<file path="config.mk">
export PLATFORM = sky130hd
export DESIGN_NAME = aux_pwm
export DESIGN_NICKNAME = d
export VERILOG_FILES = /design/src/rtl/aux_pwm.sv
export SDC_FILE = /design/constraint.sdc
export NUM_CORES = 2
export LEC_CHECK = 0
export CAP_MARGIN = 15
export CORE_UTILIZATION = 35
export DETAILED_ROUTE_END_ITERATION = 8
export PLACE_DENSITY = 0.55
export SYNTH_ARGS = -nofsm -noshare
export SYNTH_HDL_FRONTEND = slang
export SYNTH_SLANG_ARGS = --single-unit
</file>
<file path="constraint.sdc">
create_clock -name clock -period 3.5 [get_ports clock]
set_input_delay 0.875 -clock clock [delete_from_list [all_inputs] [get_ports clock]]
set_output_delay 0.875 -clock clock [all_outputs]
set_load 0.1 [all_outputs]
</file>
<file path="src/rtl/aux_pwm.sv">
`default_nettype none
// ============================================================================
//  Module      : aux_pwm
//  Description : Microcontroller-bus register file (64 x MC_DATA_WIDTH) with
//                an embedded two-phase PWM generator. The bus strobes are
//                asynchronous to clock and are synchronized before use. Each
//                write or read fires once per strobe rising edge.
//
//  Ports
//    clock       in   system clock, everything on the rising edge
//    reset       in   synchronous, active-high reset
//    mc_ce       in   chip enable, active low (asynchronous)
//    mc_we       in   write strobe, active high (asynchronous)
//    mc_oe       in   read strobe, active high (asynchronous)
//    mc_add      in   register address
//    mc_din      in   write data
//    mc_dout     out  registered read data
//    mc_dout_oe  out  data-pad output enable (mc_oe & ~mc_ce, combinational)
//    pwm_out     out  registered PWM waveform
//
//  Registers
//    ADDR_ON     high-phase length in PWM ticks (one tick = 2 clocks)
//    ADDR_OFF    low-phase length in PWM ticks; writing it restarts the PWM
//    ADDR_STATUS read-only {zeros, phase, pwm_out}; writes are dropped
//    others      plain read/write storage
//
//  Build option
//    AUX_PWM_SYNC_EN  defined   : 2-flop strobe synchronizers
//                     undefined : 1 register stage per strobe
//
//  Revision    : 1.0  initial release
// ============================================================================
module aux_pwm #(
    parameter int unsigned MC_DATA_WIDTH = 16,
    parameter int unsigned MC_ADD_WIDTH  = 6,
    parameter int unsigned ADDR_ON       = 25,
    parameter int unsigned ADDR_OFF      = 26,
    parameter int unsigned ADDR_STATUS   = 27
) (
    input  logic                     clock,
    input  logic                     reset,
    input  logic                     mc_ce,
    input  logic                     mc_we,
    input  logic                     mc_oe,
    input  logic [MC_ADD_WIDTH-1:0]  mc_add,
    input  logic [MC_DATA_WIDTH-1:0] mc_din,
    output logic [MC_DATA_WIDTH-1:0] mc_dout,
    output logic                     mc_dout_oe,
    output logic                     pwm_out
);

    localparam int unsigned NUM_REGS = 2 ** MC_ADD_WIDTH;

    localparam logic [MC_ADD_WIDTH-1:0] c_addr_on     = ADDR_ON[MC_ADD_WIDTH-1:0];
    localparam logic [MC_ADD_WIDTH-1:0] c_addr_off    = ADDR_OFF[MC_ADD_WIDTH-1:0];
    localparam logic [MC_ADD_WIDTH-1:0] c_addr_status = ADDR_STATUS[MC_ADD_WIDTH-1:0];

    // Synchronizer bit order is {ce, we, oe}. Chip enable idles high
    // (deselected), so its flops come out of reset at 1.
    localparam logic [2:0] c_sync_rst = 3'b100;

    typedef enum logic {
        ST_LOW  = 1'b0,
        ST_HIGH = 1'b1
    } state_e;

    // ------------------------------------------------------------------------
    // Strobe synchronizers
    // ------------------------------------------------------------------------
    logic [2:0] sync_q;

`ifdef AUX_PWM_SYNC_EN
    logic [2:0] meta_q;

    always_ff @(posedge clock) begin
        if (reset) begin
            meta_q <= c_sync_rst;
            sync_q <= c_sync_rst;
        end else begin
            meta_q <= {mc_ce, mc_we, mc_oe};
            sync_q <= meta_q;
        end
    end
`else
    always_ff @(posedge clock) begin
        if (reset) begin
            sync_q <= c_sync_rst;
        end else begin
            sync_q <= {mc_ce, mc_we, mc_oe};
        end
    end
`endif

    logic ce_s;
    logic we_s;
    logic oe_s;

    assign ce_s = sync_q[2];
    assign we_s = sync_q[1];
    assign oe_s = sync_q[0];

    // Delayed copies of the synchronized strobes for rising-edge detection,
    // so a strobe held high commits exactly once.
    logic we_prev_q;
    logic oe_prev_q;

    always_ff @(posedge clock) begin
        if (reset) begin
            we_prev_q <= 1'b0;
            oe_prev_q <= 1'b0;
        end else begin
            we_prev_q <= we_s;
            oe_prev_q <= oe_s;
        end
    end

    logic we_rise;
    logic oe_rise;
    logic wr_fire;
    logic rd_fire;

    assign we_rise = we_s & ~we_prev_q;
    assign oe_rise = oe_s & ~oe_prev_q;
    assign wr_fire = we_rise & ~ce_s;
    // A write rising on the same cycle suppresses the read entirely.
    assign rd_fire = oe_rise & ~ce_s & ~we_rise;

    // ------------------------------------------------------------------------
    // Register file
    // ------------------------------------------------------------------------
    logic [MC_DATA_WIDTH-1:0] regs_q [NUM_REGS];

    always_ff @(posedge clock) begin
        if (reset) begin
            for (int i = 0; i < NUM_REGS; i++) begin
                regs_q[i] <= '0;
            end
        end else if (wr_fire && (mc_add != c_addr_status)) begin
            regs_q[mc_add] <= mc_din;
        end
    end

    logic [MC_DATA_WIDTH-1:0] on_val;
    logic [MC_DATA_WIDTH-1:0] off_val;

    assign on_val  = regs_q[c_addr_on];
    assign off_val = regs_q[c_addr_off];

    // ------------------------------------------------------------------------
    // PWM generator
    // ------------------------------------------------------------------------
    state_e      state_q;
    state_e      state_d;
    logic [15:0] cnt_q;
    logic [15:0] cnt_d;
    logic        presc_q;
    logic        presc_d;
    logic        pwm_q;

    logic        tick;
    logic        restart;
    logic [31:0] cnt_inc;
    logic [31:0] on_ext;
    logic [31:0] off_ext;

    assign tick    = presc_q;
    assign restart = wr_fire && (mc_add == c_addr_off);
    // Comparisons run in 32 bits so cnt+1 can reach 2^16 without wrapping.
    assign cnt_inc = {16'd0, cnt_q} + 32'd1;
    assign on_ext  = 32'(on_val);
    assign off_ext = 32'(off_val);

    always_comb begin
        state_d = state_q;
        cnt_d   = cnt_q;
        presc_d = ~presc_q;

        if (restart) begin
            // Restart wins over a tick landing on the same cycle.
            presc_d = 1'b0;
            cnt_d   = 16'd0;
            state_d = (on_val != '0) ? ST_HIGH : ST_LOW;
        end else if (tick) begin
            case (state_q)
                ST_HIGH: begin
                    if ((cnt_inc >= on_ext) && (off_val != '0)) begin
                        state_d = ST_LOW;
                        cnt_d   = 16'd0;
                    end else if (cnt_inc < on_ext) begin
                        cnt_d = cnt_inc[15:0];
                    end
                end
                ST_LOW: begin
                    if ((cnt_inc >= off_ext) && (on_val != '0)) begin
                        state_d = ST_HIGH;
                        cnt_d   = 16'd0;
                    end else if (cnt_inc < off_ext) begin
                        cnt_d = cnt_inc[15:0];
                    end
                end
                default: begin
                    state_d = ST_LOW;
                    cnt_d   = 16'd0;
                end
            endcase
        end
    end

    always_ff @(posedge clock) begin
        if (reset) begin
            state_q <= ST_LOW;
            cnt_q   <= 16'd0;
            presc_q <= 1'b0;
            pwm_q   <= 1'b0;
        end else begin
            state_q <= state_d;
            cnt_q   <= cnt_d;
            presc_q <= presc_d;
            // Output register follows the phase one clock later.
            pwm_q   <= (state_q == ST_HIGH);
        end
    end

    // ------------------------------------------------------------------------
    // Read path
    // ------------------------------------------------------------------------
    logic [MC_DATA_WIDTH-1:0] status_val;
    logic [MC_DATA_WIDTH-1:0] rd_data;
    logic [MC_DATA_WIDTH-1:0] dout_q;

    assign status_val = {{(MC_DATA_WIDTH-2){1'b0}}, (state_q == ST_HIGH), pwm_q};
    assign rd_data    = (mc_add == c_addr_status) ? status_val : regs_q[mc_add];

    always_ff @(posedge clock) begin
        if (reset) begin
            dout_q <= '0;
        end else if (rd_fire) begin
            dout_q <= rd_data;
        end
    end

    assign mc_dout    = dout_q;
    assign mc_dout_oe = mc_oe & ~mc_ce;
    assign pwm_out    = pwm_q;

endmodule
`default_nettype wire

</file>
==> impl_metrics.csv <==
group,metric,value,unit
drt,post-route-drc-count,0,
critical_path,crit_top_cell,"buf_4",
synth,syn-instance-count,3533,
floorplanning,die_x,369,µm
sta,final-hold-violation-count,0,
synth,syn-cell-area,0.0471,mm²
hold_path,hp-class,"reg2reg",
synth,ys_warn_count,0,
drt,num_vias,31789,
synth,synth_edf_count,1022,
critical_path,r2r_cells,16,
synth,ys_ff_latch,1062,
critical_path,critPathArrivalTime,3.89,ns
floorplanning,row_count,134,
hold_path,hp-start,"sync_q[1]$_SDFF_PP0_",
cts,cts_max_level,3,
critical_path,worstSetupPathType,"reg2reg",
global_routing,grt_pass1_vias,30996,
cts,cts_root_buffer,"clkbuf_16",
job,drv_cap,0,
finish,final_core_util,42.8,%
global_routing,grt_usage,23.5,%
sta,drv_slew,0,
status,status,"finished, final reports clean",
critical_path,r2r-end,"cnt_q[0]$_SDFFE_PP0P_",
cts,clockBufferDepth,3,
critical_path,cp-start-kind,"flip-flop",
critical_path,end_kind,"flip-flop",
synth,synth_area_per_cell,13.3,µm²
floorplanning,coreArea,0.133,mm²
floorplanning,io_pins,45,
cts,post-cts-setup-buffer-count,0,
place,place_hpwl,105000,µm
floorplanning,dieHeight,369,µm
sta,skew,0.0384,ns
critical_path,r2r_start,"cnt_q[1]$_SDFFE_PP0P_",
finish,drive_gt1_share,19.9,%
sta,slew_headroom,40.1,%
sta,grt_setup_unrepaired,"no",
sta,whs,0.470,ns
floorplanning,die_area,0.136,mm²
synth,synth_top_flop_cell,"edfxtp_1",
power,peakVddDrop,0.401,mV
cts,clock_latency,0.75,ns
drt,antenna_left,0,
floorplanning,initial_core_util,35.3,%
critical_path,worstPathCellList,"nand3_1 > nor2_2 > and3_2 > nand3_1 > xnor2_1 > buf_4 > ha_1 > nand4_1 > or3_1 > a31o_2 > a21boi_1 > buf_4 > or2_4 > nor3_4 > buf_4 > mux2_2",
sta,tightest_slew,0.899,ns
cts,cts_tree,"done",
hold_path,hold_depth,1,
drt,drt_iter0_drc,3794,
critical_path,required,4.10,ns
power,pwr_density_cell,499,mW/mm²
drt,wl_per_cell,28.1,µm
finish,syn2layout_area_growth,21.3,%
global_routing,antenna_found_initial,15,
place,io_buffer_count,44,
critical_path,regToRegSetupSlack,0.21,ns
sta,max_freq,304,MHz
synth,ys_seq_area_share,66.9,%
cts,cts_made_buffers,112,
power,p_leak,20.9,nW
cts,clock-sinks,1062,
drt,wl,161000,µm
critical_path,critPathMaxStageDelay,0.37,ns
drt,drtPass1Iterations,6,
sta,finalCritPeriodShare,94.0,%
global_routing,grt_pass1_wl,230000,µm
global_routing,gr-total-overflow,0,
critical_path,cp_num_buf_inv,3,
global_routing,grt_start_max_net_pins,90,
finish,most-common-layout-cells,"edfxtp_1 (1022), and2_1 (1008), buf_4 (394)",
critical_path,critical_path.slowest_cell,"or3_1",
synth,async_reset_ff_share,0,%
hold_path,holdPathEnd,"we_prev_q$_SDFF_PP0_",
drt,viasPerCell,5.54,
place,gp_congestion,0.873,
synth,netlist-cell-type-count,69,
sta,setup_violations,0,
sta,finalCriticalPeriod,3.29,ns
finish,n_fill_cell,12190,
cts,cts.clk_slew.worst_paths,0.06,ns
critical_path,critical_path.top_delay_family,"simple AND/OR/NAND/NOR gates",
finish,layout_commonest_cell,"edfxtp_1",
finish,nets,3933,
critical_path,path_max_fanout,5,
[cell usage after synthesis, drive strengths merged, types with 40 or more instances]
| cell | count | area, µm² |
|---|---|---|
| edfxtp | 1022 | 30700 |
| a21oi | 59 | 295 |
| nand4 | 50 | 334 |
| or2 | 69 | 434 |
| buf | 68 | 324 |
| dfxtp | 40 | 801 |
| a31oi | 69 | 432 |
| a22oi | 352 | 2640 |
| and2 | 1011 | 6320 |
| nand3 | 41 | 218 |
| nor2 | 81 | 307 |
| a221oi | 78 | 683 |
| clkbuf | 241 | 905 |
| a22o | 100 | 876 |
[worst reg2reg max path, cell delays in order, from the launching register on]
cell and delay, ns:
dfxtp_4 0.36, nand3_1 0.10, nor2_2 0.17, and3_2 0.26
nand3_1 0.11, xnor2_1 0.14, buf_4 0.15, ha_1 0.29
nand4_1 0.14, or3_1 0.37, a31o_2 0.23, a21boi_1 0.16
buf_4 0.14, or2_4 0.13, nor3_4 0.04, buf_4 0.15
mux2_2 0.25
[layout make-up]
| type | count | area [µm²] | area share (%) |
|---|---|---|---|
| Inverter | 39 | 146 | 0.257 |
| Clock inverter | 71 | 704 | 1.23 |
| Antenna cell | 3 | 7.51 | 0.0132 |
| Clock buffer | 133 | 2900 | 5.08 |
| Sequential cell | 1062 | 31500 | 55.2 |
| Tap cell | 1768 | 2210 | 3.88 |
| Timing Repair Buffer | 522 | 5200 | 9.10 |
| Multi-Input combinational cell | 2136 | 14400 | 25.2 |
[state kept, by name, indices dropped and copies added, names as in the netlist]
signal / cells
mc_dout: 16
pwm_out: 1
oe_prev_q: 1
cnt_q: 16
we_prev_q: 1
sync_q: 3
state_q: 1
regs_q: 1022
presc_q: 1
[power by group]
part | internal (mW) | leakage [nW] | total [mW] | switching, mW
Sequential | 14.4 | 10.7 | 14.5 | 0.186
Clock | 6.73 | 1.75 | 11.9 | 5.22
Combinational | 0.658 | 8.49 | 1.98 | 1.32
[cell families after synthesis]
| kind of cell | count (synthesis) | share of synthesized area [%] |
|---|---|---|
| xor+xnor | 14 | 0.261 |
| compound gates | 713 | 11.4 |
| other cells | 1 | 0.00797 |
| simple gates | 1360 | 17.6 |
| buf+inv | 348 | 2.92 |
| mux | 2 | 0.0479 |
| flops | 1062 | 66.9 |
| fa+ha+maj | 33 | 0.877 |
[repair_timing]
item,CTS,global route
cloned,0,0
pin swaps,0,3
hold buffers,0,0
setup endpoints to repair,6,17
hold endpoints to repair,0,0
gates resized for setup,4,13
[layer usage]
| metal | track usage [%] | wire length (µm) | vias to the layer above |
|---|---|---|---|
| met5 | 0 | 39 | - |
| met4 | 6.45 | 4420 | 6 |
| met3 | 4.35 | 13500 | 222 |
| met2 | 36.3 | 72900 | 1459 |
| met1 | 33.7 | 70500 | 16249 |
| li1 | - | - | 13853 |
[metrics by stage]
step / setup WS (ns) / setup TNS, ns / power, mW / cells / instance area (µm²)
floorplan: 0.0301 / 0 / 15.5 / 3546 / 47100
global placement: -0.610 / -11.66 / 16.8 / 5526 / 53400
detailed placement: -0.662 / -19.30 / 16.8 / 5527 / 53400
CTS: 0.0182 / 0 / 28.5 / 5731 / 57000
global route: 0.0109 / 0 / 29.2 / 5731 / 57100
finish: 0.211 / 0 / 28.5 / 5734 / 57100
[worst max path at each step]
| stage | startpoint | end | cells past startpoint |
|---|---|---|---|
| after global placement | mc_add[0] | mc_dout[9]$_SDFFE_PP0P_ | 11 |
| final | cnt_q[1]$_SDFFE_PP0P_ | cnt_q[0]$_SDFFE_PP0P_ | 16 |
| after global routing | cnt_q[1]$_SDFFE_PP0P_ | cnt_q[9]$_SDFFE_PP0P_ | 15 |
| after floorplan | cnt_q[0]$_SDFFE_PP0P_ | cnt_q[9]$_SDFFE_PP0P_ | 15 |
| after detailed placement | mc_add[2] | mc_dout[9]$_SDFFE_PP0P_ | 12 |
| after CTS | cnt_q[1]$_SDFFE_PP0P_ | cnt_q[9]$_SDFFE_PP0P_ | 15 |
(Power assumes the default switching activity.)
